[config.mk]
export PLATFORM = sky130hd
export DESIGN_NAME = npu_job_scheduler
export DESIGN_NICKNAME = d
export VERILOG_FILES = /design/src/rtl/npu_sched_pkg.sv /design/src/rtl/npu_valid_delay.sv /design/src/rtl/npu_job_scheduler.sv
export SDC_FILE = /design/constraint.sdc
export NUM_CORES = 1
export LEC_CHECK = 0
export CAP_MARGIN = 15
export CORE_ASPECT_RATIO = 1.5
export CORE_MARGIN = 3
export CORE_UTILIZATION = 30
export CTS_BUF_LIST = sky130_fd_sc_hd__clkbuf_16
export CTS_CLUSTER_DIAMETER = 40
export DETAILED_ROUTE_END_ITERATION = 8
export HOLD_SLACK_MARGIN = 0.15
export PLACE_DENSITY = 0.53
export SYNTH_ARGS = -nofsm -noshare
export SYNTH_HDL_FRONTEND = slang
export SYNTH_SLANG_ARGS = --single-unit
[constraint.sdc]
create_clock -name clk -period 2.9 [get_ports clk]
set_input_delay 0.435 -clock clk [delete_from_list [all_inputs] [get_ports clk]]
set_output_delay 0.435 -clock clk [all_outputs]
set_load 0.005 [all_outputs]
[src/rtl/npu_sched_pkg.sv]
// ---------------------------------------------------------------------------
// npu_sched_pkg
// Shared types for the NPU job scheduler: FSM state encoding, the job
// descriptor record and the default field widths used by the scheduler.
// ---------------------------------------------------------------------------
package npu_sched_pkg;

    localparam int ADDR_W_DEF     = 8;
    localparam int LEN_W_DEF      = 8;
    localparam int ACC_WIDTH_DEF  = 20;
    localparam int DATA_WIDTH_DEF = 8;

    typedef enum logic [2:0] {
        IDLE    = 3'd0,
        ISSUE   = 3'd1,
        DRAIN   = 3'd2,
        WAIT_PE = 3'd3,
        RESP    = 3'd4
    } sched_state_e;

    // Job descriptor at the default widths.
    typedef struct packed {
        logic [ADDR_W_DEF-1:0]    feat_base;
        logic [ADDR_W_DEF-1:0]    w_base;
        logic [LEN_W_DEF-1:0]     len;
        logic [ACC_WIDTH_DEF-1:0] bias;
    } job_desc_t;

endpackage

[src/rtl/npu_valid_delay.sv]
// ---------------------------------------------------------------------------
// npu_valid_delay
// DEPTH-stage shift register carrying the {valid,last} issue strobes so the
// PE sees them in the same cycle as the synchronous RAM read data.
// Ports:
//   clk, rst_n            clock, asynchronous active-low reset
//   in_valid, in_last     strobes from the address issue stage
//   out_valid, out_last   strobes delayed by exactly DEPTH cycles
// ---------------------------------------------------------------------------
module npu_valid_delay #(
    parameter int DEPTH = 1
) (
    input  logic clk,
    input  logic rst_n,
    input  logic in_valid,
    input  logic in_last,
    output logic out_valid,
    output logic out_last
);

    logic [DEPTH-1:0] valid_r;
    logic [DEPTH-1:0] last_r;

    generate
        if (DEPTH > 1) begin : g_multi
            // Shift both strobes one stage per cycle.
            always_ff @(posedge clk or negedge rst_n) begin
                if (!rst_n) begin
                    valid_r <= {DEPTH{1'b0}};
                    last_r  <= {DEPTH{1'b0}};
                end else begin
                    valid_r <= {valid_r[DEPTH-2:0], in_valid};
                    last_r  <= {last_r[DEPTH-2:0], in_last};
                end
            end
        end else begin : g_single
            // Single stage: plain register of the strobes.
            always_ff @(posedge clk or negedge rst_n) begin
                if (!rst_n) begin
                    valid_r <= 1'b0;
                    last_r  <= 1'b0;
                end else begin
                    valid_r <= in_valid;
                    last_r  <= in_last;
                end
            end
        end
    endgenerate

    assign out_valid = valid_r[DEPTH-1];
    assign out_last  = last_r[DEPTH-1];

endmodule

[src/rtl/npu_job_scheduler.sv]
// ---------------------------------------------------------------------------
// npu_job_scheduler
// Runs one dot-product job at a time: accepts a descriptor, walks feature and
// weight RAM addresses, drives PE valid/last/bias aligned to the RAM read
// latency, waits (bounded) for the PE result and returns it as a response.
// Ports:
//   clk, rst_n                          clock, asynchronous active-low reset
//   cmd_valid/cmd_ready, cmd_*          descriptor handshake and fields
//   feat_addr, w_addr                   RAM read addresses
//   pe_valid, pe_last, pe_bias          PE input controls
//   pe_o_valid, pe_o_result             PE result
//   rsp_valid/rsp_ready, rsp_result,
//   rsp_err                             response handshake and payload
//   busy                                scheduler not idle
// ---------------------------------------------------------------------------
module npu_job_scheduler
    import npu_sched_pkg::*;
#(
    parameter int ADDR_W     = ADDR_W_DEF,
    parameter int LEN_W      = LEN_W_DEF,
    parameter int ACC_WIDTH  = ACC_WIDTH_DEF,
    parameter int DATA_WIDTH = DATA_WIDTH_DEF,
    parameter int RAM_LAT    = 1,
    parameter int TIMEOUT    = 64
) (
    input  logic                  clk,
    input  logic                  rst_n,
    input  logic                  cmd_valid,
    output logic                  cmd_ready,
    input  logic [ADDR_W-1:0]     cmd_feat_base,
    input  logic [ADDR_W-1:0]     cmd_w_base,
    input  logic [LEN_W-1:0]      cmd_len,
    input  logic [ACC_WIDTH-1:0]  cmd_bias,
    output logic [ADDR_W-1:0]     feat_addr,
    output logic [ADDR_W-1:0]     w_addr,
    output logic                  pe_valid,
    output logic                  pe_last,
    output logic [ACC_WIDTH-1:0]  pe_bias,
    input  logic                  pe_o_valid,
    input  logic [DATA_WIDTH-1:0] pe_o_result,
    output logic                  rsp_valid,
    input  logic                  rsp_ready,
    output logic [DATA_WIDTH-1:0] rsp_result,
    output logic                  rsp_err,
    output logic                  busy
);

    localparam int CNT_W = $clog2(TIMEOUT + 1);

    sched_state_e          state_r, state_n;
    logic [ADDR_W-1:0]     feat_addr_r, w_addr_r;
    logic [LEN_W-1:0]      len_r, idx_r;
    logic [ACC_WIDTH-1:0]  bias_r;
    logic [CNT_W-1:0]      wait_cnt_r;
    logic [DATA_WIDTH-1:0] rsp_result_r;
    logic                  rsp_err_r, rsp_valid_r, cmd_ready_r, busy_r;
    logic                  accept_s, issue_s, issue_last_s, timeout_s;
    logic                  pe_valid_s, pe_last_s;

    // cmd_ready_r is high exactly when the state register holds IDLE.
    assign accept_s     = cmd_valid && cmd_ready_r;
    assign issue_s      = (state_r == ISSUE);
    assign issue_last_s = issue_s && (idx_r == (len_r - {{(LEN_W-1){1'b0}}, 1'b1}));
    assign timeout_s    = (wait_cnt_r == CNT_W'(TIMEOUT - 1));

    // State register.
    always_ff @(posedge clk or negedge rst_n) begin
        if (!rst_n) begin
            state_r <= IDLE;
        end else begin
            state_r <= state_n;
        end
    end

    // Next-state logic.
    always_comb begin
        state_n = state_r;
        case (state_r)
            IDLE: begin
                if (accept_s) begin
                    state_n = (cmd_len == {LEN_W{1'b0}}) ? RESP : ISSUE;
                end else begin
                    state_n = IDLE;
                end
            end
            ISSUE: begin
                if (issue_last_s) state_n = DRAIN;
                else              state_n = ISSUE;
            end
            // The final element leaving the delay line marks it empty.
            DRAIN: begin
                if (pe_last_s) state_n = WAIT_PE;
                else           state_n = DRAIN;
            end
            WAIT_PE: begin
                if (pe_o_valid || timeout_s) state_n = RESP;
                else                         state_n = WAIT_PE;
            end
            RESP: begin
                if (rsp_ready) state_n = IDLE;
                else           state_n = RESP;
            end
            default: state_n = IDLE;
        endcase
    end

    // Datapath: descriptor capture, address walk, wait counter, response.
    always_ff @(posedge clk or negedge rst_n) begin
        if (!rst_n) begin
            cmd_ready_r  <= 1'b1;
            busy_r       <= 1'b0;
            rsp_valid_r  <= 1'b0;
            rsp_err_r    <= 1'b0;
            rsp_result_r <= {DATA_WIDTH{1'b0}};
            feat_addr_r  <= {ADDR_W{1'b0}};
            w_addr_r     <= {ADDR_W{1'b0}};
            len_r        <= {LEN_W{1'b0}};
            idx_r        <= {LEN_W{1'b0}};
            bias_r       <= {ACC_WIDTH{1'b0}};
            wait_cnt_r   <= {CNT_W{1'b0}};
        end else begin
            cmd_ready_r <= (state_n == IDLE);
            busy_r      <= (state_n != IDLE);
            rsp_valid_r <= (state_n == RESP);
            case (state_r)
                IDLE: begin
                    if (accept_s) begin
                        len_r        <= cmd_len;
                        bias_r       <= cmd_bias;
                        idx_r        <= {LEN_W{1'b0}};
                        wait_cnt_r   <= {CNT_W{1'b0}};
                        rsp_result_r <= {DATA_WIDTH{1'b0}};
                        rsp_err_r    <= (cmd_len == {LEN_W{1'b0}});
                        // A zero-length job leaves the RAM addresses untouched.
                        if (cmd_len != {LEN_W{1'b0}}) begin
                            feat_addr_r <= cmd_feat_base;
                            w_addr_r    <= cmd_w_base;
                        end
                    end
                end
                ISSUE: begin
                    // Addresses freeze on the last element; sums wrap naturally.
                    if (!issue_last_s) begin
                        idx_r       <= idx_r + {{(LEN_W-1){1'b0}}, 1'b1};
                        feat_addr_r <= feat_addr_r + {{(ADDR_W-1){1'b0}}, 1'b1};
                        w_addr_r    <= w_addr_r + {{(ADDR_W-1){1'b0}}, 1'b1};
                    end
                end
                WAIT_PE: begin
                    if (pe_o_valid) begin
                        rsp_result_r <= pe_o_result;
                        rsp_err_r    <= 1'b0;
                    end else if (timeout_s) begin
                        rsp_result_r <= {DATA_WIDTH{1'b0}};
                        rsp_err_r    <= 1'b1;
                    end else begin
                        wait_cnt_r <= wait_cnt_r + {{(CNT_W-1){1'b0}}, 1'b1};
                    end
                end
                default: begin
                end
            endcase
        end
    end

    npu_valid_delay #(
        .DEPTH (RAM_LAT)
    ) u_valid_delay (
        .clk       (clk),
        .rst_n     (rst_n),
        .in_valid  (issue_s),
        .in_last   (issue_last_s),
        .out_valid (pe_valid_s),
        .out_last  (pe_last_s)
    );

    assign cmd_ready  = cmd_ready_r;
    assign busy       = busy_r;
    assign feat_addr  = feat_addr_r;
    assign w_addr     = w_addr_r;
    assign pe_valid   = pe_valid_s;
    assign pe_last    = pe_last_s;
    assign pe_bias    = bias_r;
    assign rsp_valid  = rsp_valid_r;
    assign rsp_result = rsp_result_r;
    assign rsp_err    = rsp_err_r;

endmodule

==> results of run 1 <==
## sequential cells by signal, summed over array words and instances, names as in the netlist, 3 cells and up
| register | cells |
|---|---|
| state_r | 3 |
| wait_cnt_r | 7 |
| pe_bias | 20 |
| len_r | 8 |
| feat_addr | 8 |
| w_addr | 8 |
| idx_r | 8 |
| rsp_result | 8 |
## path summary, 6_finish.rpt
path / endpoint / from / slack [ns]
max in group asynchronous: len_r[5] / rst_n / 2.00
min: w_addr[5] / rst_n / 0.26
min in group clk: pe_bias[3] / pe_bias[3] / 0.47
max: state_r[0] / len_r[0] / 0.49
max reg2reg: state_r[0] / len_r[0] / 0.49
min reg2reg: pe_bias[3] / pe_bias[3] / 0.47
## synthesized netlist by cell type (2+ instances only)
cell type  instances  area [µm²]
o221a_1            2        22.5
dfrtp_1           75        1880
buf_2              3        15.0
mux2i_1            6        60.1
a31o_2             2        17.5
a21oi_1           18        90.1
nor4_1             5        31.3
ha_1               5        62.6
a31oi_1            5        31.3
clkbuf_1          14        52.6
nand2b_1           5        31.3
nor3_1             5        25.0
nor2_1            31         116
xor2_1             5        43.8
a222oi_1           2        20.0
o21ai_0           14        70.1
a211oi_1           3        22.5
o22ai_1            2        12.5
a32o_1             2        20.0
xnor2_1            9        78.8
or2_2              2        12.5
inv_1             11        41.3
and3_1             2        12.5
nand4_1            8        50.1
or3_1              3        18.8
a22o_1             8        70.1
nand2_1          121         454
nand3_1           11        55.1
o311ai_1           2        17.5
## worst max-delay path, cell delays in order, from the launching register on
cell	delay, ns
dfrtp_1	0.44
inv_1	0.09
ha_1	0.31
xnor2_1	0.13
nor4_1	0.26
nor3b_4	0.33
a31oi_2	0.12
buf_4	0.23
or3_1	0.39
## layout make-up
cell class | instances | area [µm²] | share of cell area
repair buffers | 116 | 1130 | 0.218
multi-input cells | 299 | 1660 | 0.319
clock buffers | 9 | 225 | 0.0433
clock inverters | 5 | 55.1 | 0.0106
flip-flops and latches | 76 | 1900 | 0.366
inverters | 11 | 41.3 | 0.00793
well taps | 150 | 188 | 0.0361
## routing by layer
layer  GRT usage  wire (µm)  vias to the layer above
met2       0.261       5030                       97
met1       0.189       4140                     1497
met4      0.0562        184                        0
li1            -          -                     1602
met3      0.0324        613                       13
met5           0          0                        -
## through the flow
step | area, µm² | utilization | power (mW) | hold slack, ns | std cells
finish | 5200 | 0.444 | 5.52 | 0.261 | 666
global route | 5200 | 0.444 | 6.00 | 0.372 | 666
detailed placement | 4920 | 0.420 | 4.50 | 0.462 | 652
floorplan | 3670 | - | 3.39 | 0.139 | 404
CTS | 5200 | 0.444 | 5.61 | 0.325 | 666
global placement | 4920 | 0.420 | 4.44 | 0.457 | 652
## where the power goes
part,switching (mW),internal [mW],total [mW]
logic,1.24,1.28,2.53
clock network,0.418,0.653,1.07
registers,0.428,1.50,1.92
total,2.09,3.43,5.52
## kinds of logic (layout without fill, tap and decap cells)
logic type,count (synthesis),after routing,synth area share
DFF,76,76,0.518
xor gates and xnor gates,14,14,0.0334
AOI/OAI and AO/OA,69,69,0.132
and+or+nand+nor,205,205,0.251
muxes,6,6,0.0163
adders and majority gates,5,5,0.0170
buffers and inverters,29,141,0.0327
==> flow_results.org, run 1 <==
** Clock network
- Number of hold-repair buffers added at the cts stage :: 0
- TritonCTS clock tree :: yes
- CTS placed an instance of clkbuf_16 at the clock tree root.
- Number of buffers created by CTS :: 9
- Counting along the longest clock path gives a buffer depth of 2.
- The clock tree synthesis step divided the H-tree into 3 levels.
- Clock slew at reported path FFs :: 0.06 ns
- Buffers added to address setup during post-CTS repair amount to 0.
- Gates resized during post-CTS repair numbered 0.
- Clk_lat worst skew :: 0.33 ns
- CTS saw 76 sinks.

** Route
- DR DRC count :: 0
- Using the TritonRoute via totals, the vias-per-cell ratio works out to 4.82.
- Initial detailed-routing violation count :: 128
- The count of nets left with antenna violations once routing finished came out at 0.
- The pre-antenna-repair detailed-routing pass consisted of 6 iterations.
- Via count :: 3209
- Wire per inst :: 15.0 µm
- Wires add up to 9970 µm.

** Timing
- For the pin with the worst max-slew slack, the measured transition is 0.990 ns.
- Number of pins exceeding their max-slew limit in the final report :: 0
- Minimum setup slack in the final design :: 0.490 ns
- Number of hold violations in the final report :: 0
- Timing would allow up to 415 MHz.
- In the finished design, the share of the clock period the worst path needs comes to 0.831.
- Summed over all failing endpoints, the final setup total negative slack is 0 ns.
- Setup violation total in the final timing report :: 0
- Clock period minus worst slack :: 2.41 ns
- Setup repair after global routing missed its margin :: false
- Largest clock skew in the final design :: 0.00933 ns
- In this run the tightest slew margin relative to its limit is 0.340.

** Die
- The die covers 0.0136 mm².
- Die extent in y :: 142 µm
- The initial utilization of the core area, before any placement, comes to 0.314.
- Core region area :: 0.0117 mm²
- During I/O placement, the number of pins put on the boundary was 107.
- Site row count :: 48
- X dimension of the die :: 96.4 µm

** Hold path
- Path class of the lowest-slack min-delay path :: in -> async

** Worst setup path
- Of all nets on the critical path, the largest fanout is 21.
- For the worst setup path, the data required time is 3.10 ns.
- The critical path is of the reg -> reg type.
- Worst r2r path cells :: 8
- Data arrives at the worst endpoint at 2.61 ns.
- Sort of element at the end of the critical path :: flip-flop
- The worst setup path is launched from a flip-flop.

** Yosys
- Counting flops and latches in the post-synthesis netlist gives 76.
- In this run the mean area of a mapped cell was 9.10 µm².
- After synthesis, the share of flip-flops with an asynchronous set or reset is 1.00.
- Number of distinct library cells after synthesis :: 52
- Synthesized netlist net count :: 466
- Among all flip-flop cells after synthesis, the most frequent one is dfrtp_1.
- Yosys warns :: 0
- Summing every instance area after synthesis gives 0.00367 mm².
- Synthesized instance count :: 404
- Register area share after synthesis :: 0.518
- The synthesized design contains 0 enable-type register cells.

** Placement
- Before CTS, the worst setup slack after placement is 0.358 ns.
- Final weighted congestion in routability-driven placement :: 0.798
- Placed wire-length estimate :: 7150 µm
- Buffers placed on the I/O ports in this run total 106.

** Finish
- Antenna diode instance count :: 0
- Counting the fill cells in the layout gives 1157.
- Share of final-layout standard cells stronger than drive strength 1 :: 0.0775
- Layout area overhead :: 41.6%
- After the last flow step, the layout net total stands at 575.
- Most common cell after layout, fill and taps aside :: nand2_1
- In the layout the commonest cells are nand2_1 (121), clkdlybuf4s50_1 (105), dfrtp_1 (75).

** Global route
- Maximum number of pins on one net before global-route repair :: 77
- The number of global-route vias before repair is 3303.
- Number of antenna violations at the first check in global routing :: 0
- Congestion Overflow GR :: 0
- In the global route stage, overall resource usage came out at 0.154.
- First-pass GRT wire length :: 16400 µm

** Run status
- The run finished with clean final reports.

** Power and ir drop
- Pwr dens :: 1060 mW/mm²
- Worst ir drop on vdd :: 0.000439 V
- Leakage power total :: 2.33 nW

** Job
- Max-cap violations in this run came to 0.
No activity file was read; power rests on OpenSTA's default activity.
==> inputs of run 2 (changes only) <==
- clock period: 2.9 -> 2.5 ns (I/O delays scaled with it)
==> flow_results.org, run 2 (synthesis gave the netlist of run 1 again) <==
** Job
- Number of max-cap violations :: 0 (unchanged)

** Worst setup path
- STA classifies the critical path startpoint as a flip-flop.
- Sort of element at the end of the critical path :: flip-flop
- The register-to-register setup slack was 0.13 ns (-0.36 ns).
- The critical path data required time came to 2.71 ns (-0.39 ns).
- Ordered list of cells on the worst path :: inv_1 > ha_1 > xnor2_1 > nor4_1 > nor3b_4 > a31oi_2 > buf_12 > or3_1
- Startpoint-to-endpoint class of the critical path :: reg -> reg
- The arrival time reported for the critical path endpoint is 2.58 ns (-0.03 ns).
- Cell with the biggest individual delay on the critical path :: dfrtp_1
- Reg2reg start :: len_r[0]
- Worst flop-to-flop path endpoint :: state_r[0]
- The peak fanout along the critical path came to 21 (unchanged).
- Worst stage delay on the critical path :: 0.41 ns (-0.03 ns)
- The number of cells on the worst reg-to-reg path came to 8 (unchanged).

** Clock network
- CTS HTree Levels :: 3 (unchanged)
- Clk_lat worst skew :: 0.33 ns (about the same)
- Clk Tree Root Cell :: clkbuf_16
- Resized Gates After CTS :: 0 (unchanged)
- Number of buffers created by CTS :: 9 (unchanged)
- The maximum root-to-sink buffer count was 2 (unchanged).
- Buffers inserted during post-CTS setup optimization :: 0 (unchanged)
- Count of clock tree sinks :: 76 (unchanged)
- TritonCTS built the clock tree.
- The post-CTS clock slew at the launch and capture registers of the worst setup and hold paths is 0.06 ns (about the same).
- The number of hold buffers added after cts came to 1 (+1).

** Timing
- Number of hold violations in the final report :: 0 (unchanged)
- The highest achievable clock rate came to 421 MHz (+1.5%).
- Minimum setup slack in the final design :: 0.127 ns (-0.363 ns)
- The final period demand of the worst path is 2.37 ns (-0.0367 ns).
- Setup repair after global routing missed its margin :: false
- The share of the clock period used by the worst path is 0.949 (+0.118).
- The final sum of negative setup slack was 0 ns (unchanged).
- Largest clock skew in the final design :: 0.00684 ns (-0.00249 ns)
- The normalized max-slew margin is 0.468 (+0.128).
- Number of pins exceeding their max-slew limit in the final report :: 0 (unchanged)
- Actual slew at the worst max-slew pin :: 0.799 ns (-0.192 ns)
- The final-report setup violation count is 0 (unchanged).

** Hold path
- The worst hold path terminates at pe_bias[8].
- Path class of the lowest-slack min-delay path :: reg -> reg
- The worst hold path begins at pe_bias[8].
- The worst hold path passes through 2 cells.

** Die
- Site row count :: 48 (unchanged)
- Core region area :: 0.0117 mm² (unchanged)
- IO Count :: 107 (unchanged)
- Effective utilization at floorplan :: 0.314 (unchanged)
- Die extent in y :: 142 µm (unchanged)
- X dimension of the die :: 96.4 µm (unchanged)
- Area of the die :: 0.0136 mm² (unchanged)

** Global route
- Congestion Overflow GR :: 0 (unchanged)
- The pin count of the biggest net entering global routing is 42 (-45%).
- First-pass GRT wire length :: 16800 µm (+2.7%)
- Combined global-route utilization of all metal layers :: 0.157 (+0.00308)
- The number of global-route vias before repair came to 3354 (+1.5%).
- Number of antenna violations at the first check in global routing :: 0 (unchanged)

** Placement
- The post-placement worst setup slack was 0.128 ns (-0.230 ns).
- Port Buffers :: 106 (unchanged)
- The HPWL reported at the end of detailed placement was 7330 µm (+2.6%).
- The final weighted congestion of routability-driven global placement came to 0.799 (+0.13%).

** Finish
- Share of final-layout standard cells stronger than drive strength 1 :: 0.0892 (+0.0117)
- The area growth from synthesis to layout is 43.7%.
- Net count reported at finish :: 584 (+1.6%)
- The flip-flop count of the largest register after layout is 20 (unchanged).
- The library cell used most frequently in the layout, excluding fill and tap cells, is nand2_1.
- The library cells used most frequently in the layout, excluding fill and tap cells, are nand2_1 (121), clkdlybuf4s50_1 (105), dfrtp_1 (75).
- Antenna diode instance count :: 0 (unchanged)
- The filler cell count in the final layout is 1174 (+1.5%).

** Power and ir drop
- Leakage power total :: 2.37 nW (+2.1%)
- Worst ir drop on vdd :: 0.000410 V (-6.6%)
- Pwr dens :: 1220 mW/mm² (+15%)

** Run status
- Status :: finished clean

** Route
- Via-to-Cell Ratio :: 4.83 (+0.28%)
- Wire per inst :: 15.0 µm (about the same)
- The first-pass iteration count of the detailed router was 4 (-2).
- Total detailed-routing wirelength :: 10100 µm (+1.7%)
- The detailed-route via count is 3271 (+1.9%).
- The number of antenna-violating nets in the routed design came to 0 (unchanged).
- The violation count after the first detailed-routing iteration was 128 (unchanged).
- DR DRC count :: 0 (unchanged)
run 2: cell count changes in the layout (fill, tap and decap cells not counted):
cell           delta
buf_4             +6
buf_12            +2
clkinv_1          +2
bufinv_16         -1
dlygate4sd3_1     +1
inv_1             +1
run 2: routing by layer:
metal	wire length, µm	part of all wire	global-route usage
met5	0	0	0
met2	5160	0.51	0.269
met1	4200	0.41	0.188
met3	579	0.057	0.0371
met4	196	0.019	0.0554
run 2: critical path: cells and delay by family (launching register included):
| family | cells | cell delay [ns] |
|---|---|---|
| fa+ha+maj | 1 | 0.31 |
| xor+xnor | 1 | 0.13 |
| simple gates | 3 | 0.99 |
| buf+inv | 2 | 0.26 |
| compound gates | 1 | 0.15 |
| flops | 1 | 0.41 |
run 2: how the worst max path moves through the flow:
stage	from	endpoint	slack, ns	cells after the start
2_1_floorplan	len_r[0]	feat_addr[4]	0.35	8
3_3_place_gp	cmd_len[5]	state_r[0]	0.20	8
3_5_place_dp	len_r[0]	state_r[0]	0.13	8
4_1_cts	len_r[0]	state_r[0]	0.12	8
5_1_grt	len_r[0]	state_r[0]	0.01	8
6_report	len_r[0]	state_r[0]	0.13	8
run 2: final cells by class:
class                      count  area [µm²]  area share
clock inverter                 7        36.3     0.00687
multi-input combinational    299        1660       0.314
clock buffer                   9         225      0.0427
timing repair buffer         125        1230       0.233
inverter                      11        41.3     0.00782
sequential                    76        1900       0.360
tap                          150         188      0.0355
run 2: per-stage QoR:
| stage | util | power [mW] | hold slack, ns | instance area [µm²] | std cells |
|---|---|---|---|---|---|
| detailed placement | 0.428 | 5.33 | 0.409 | 5010 | 660 |
| floorplan | - | 3.93 | 0.0794 | 3670 | 404 |
| CTS | 0.451 | 6.52 | 0.478 | 5280 | 677 |
| global route | 0.451 | 6.99 | 0.509 | 5280 | 677 |
| global placement | 0.428 | 5.26 | 0.416 | 5010 | 660 |
| finish | 0.451 | 6.43 | 0.476 | 5280 | 677 |
run 2: power breakdown:
group          internal (mW)  total (mW)  switching (mW)
clock                  0.657        1.15           0.492
combinational           1.57        3.05            1.48
sequential              1.74        2.22           0.487
total                   3.96        6.43            2.46
==> inputs of run 3 (changes only) <==
- HOLD_SLACK_MARGIN: 0.15 -> 0.1
- SKIP_CTS_REPAIR_TIMING: default -> 1
==> results of run 3 <==
The final DEF is identical to that of run 2; final timing and power are the same.
Among the figures that moved: via count of the first global-routing pass 3354 -> 3348
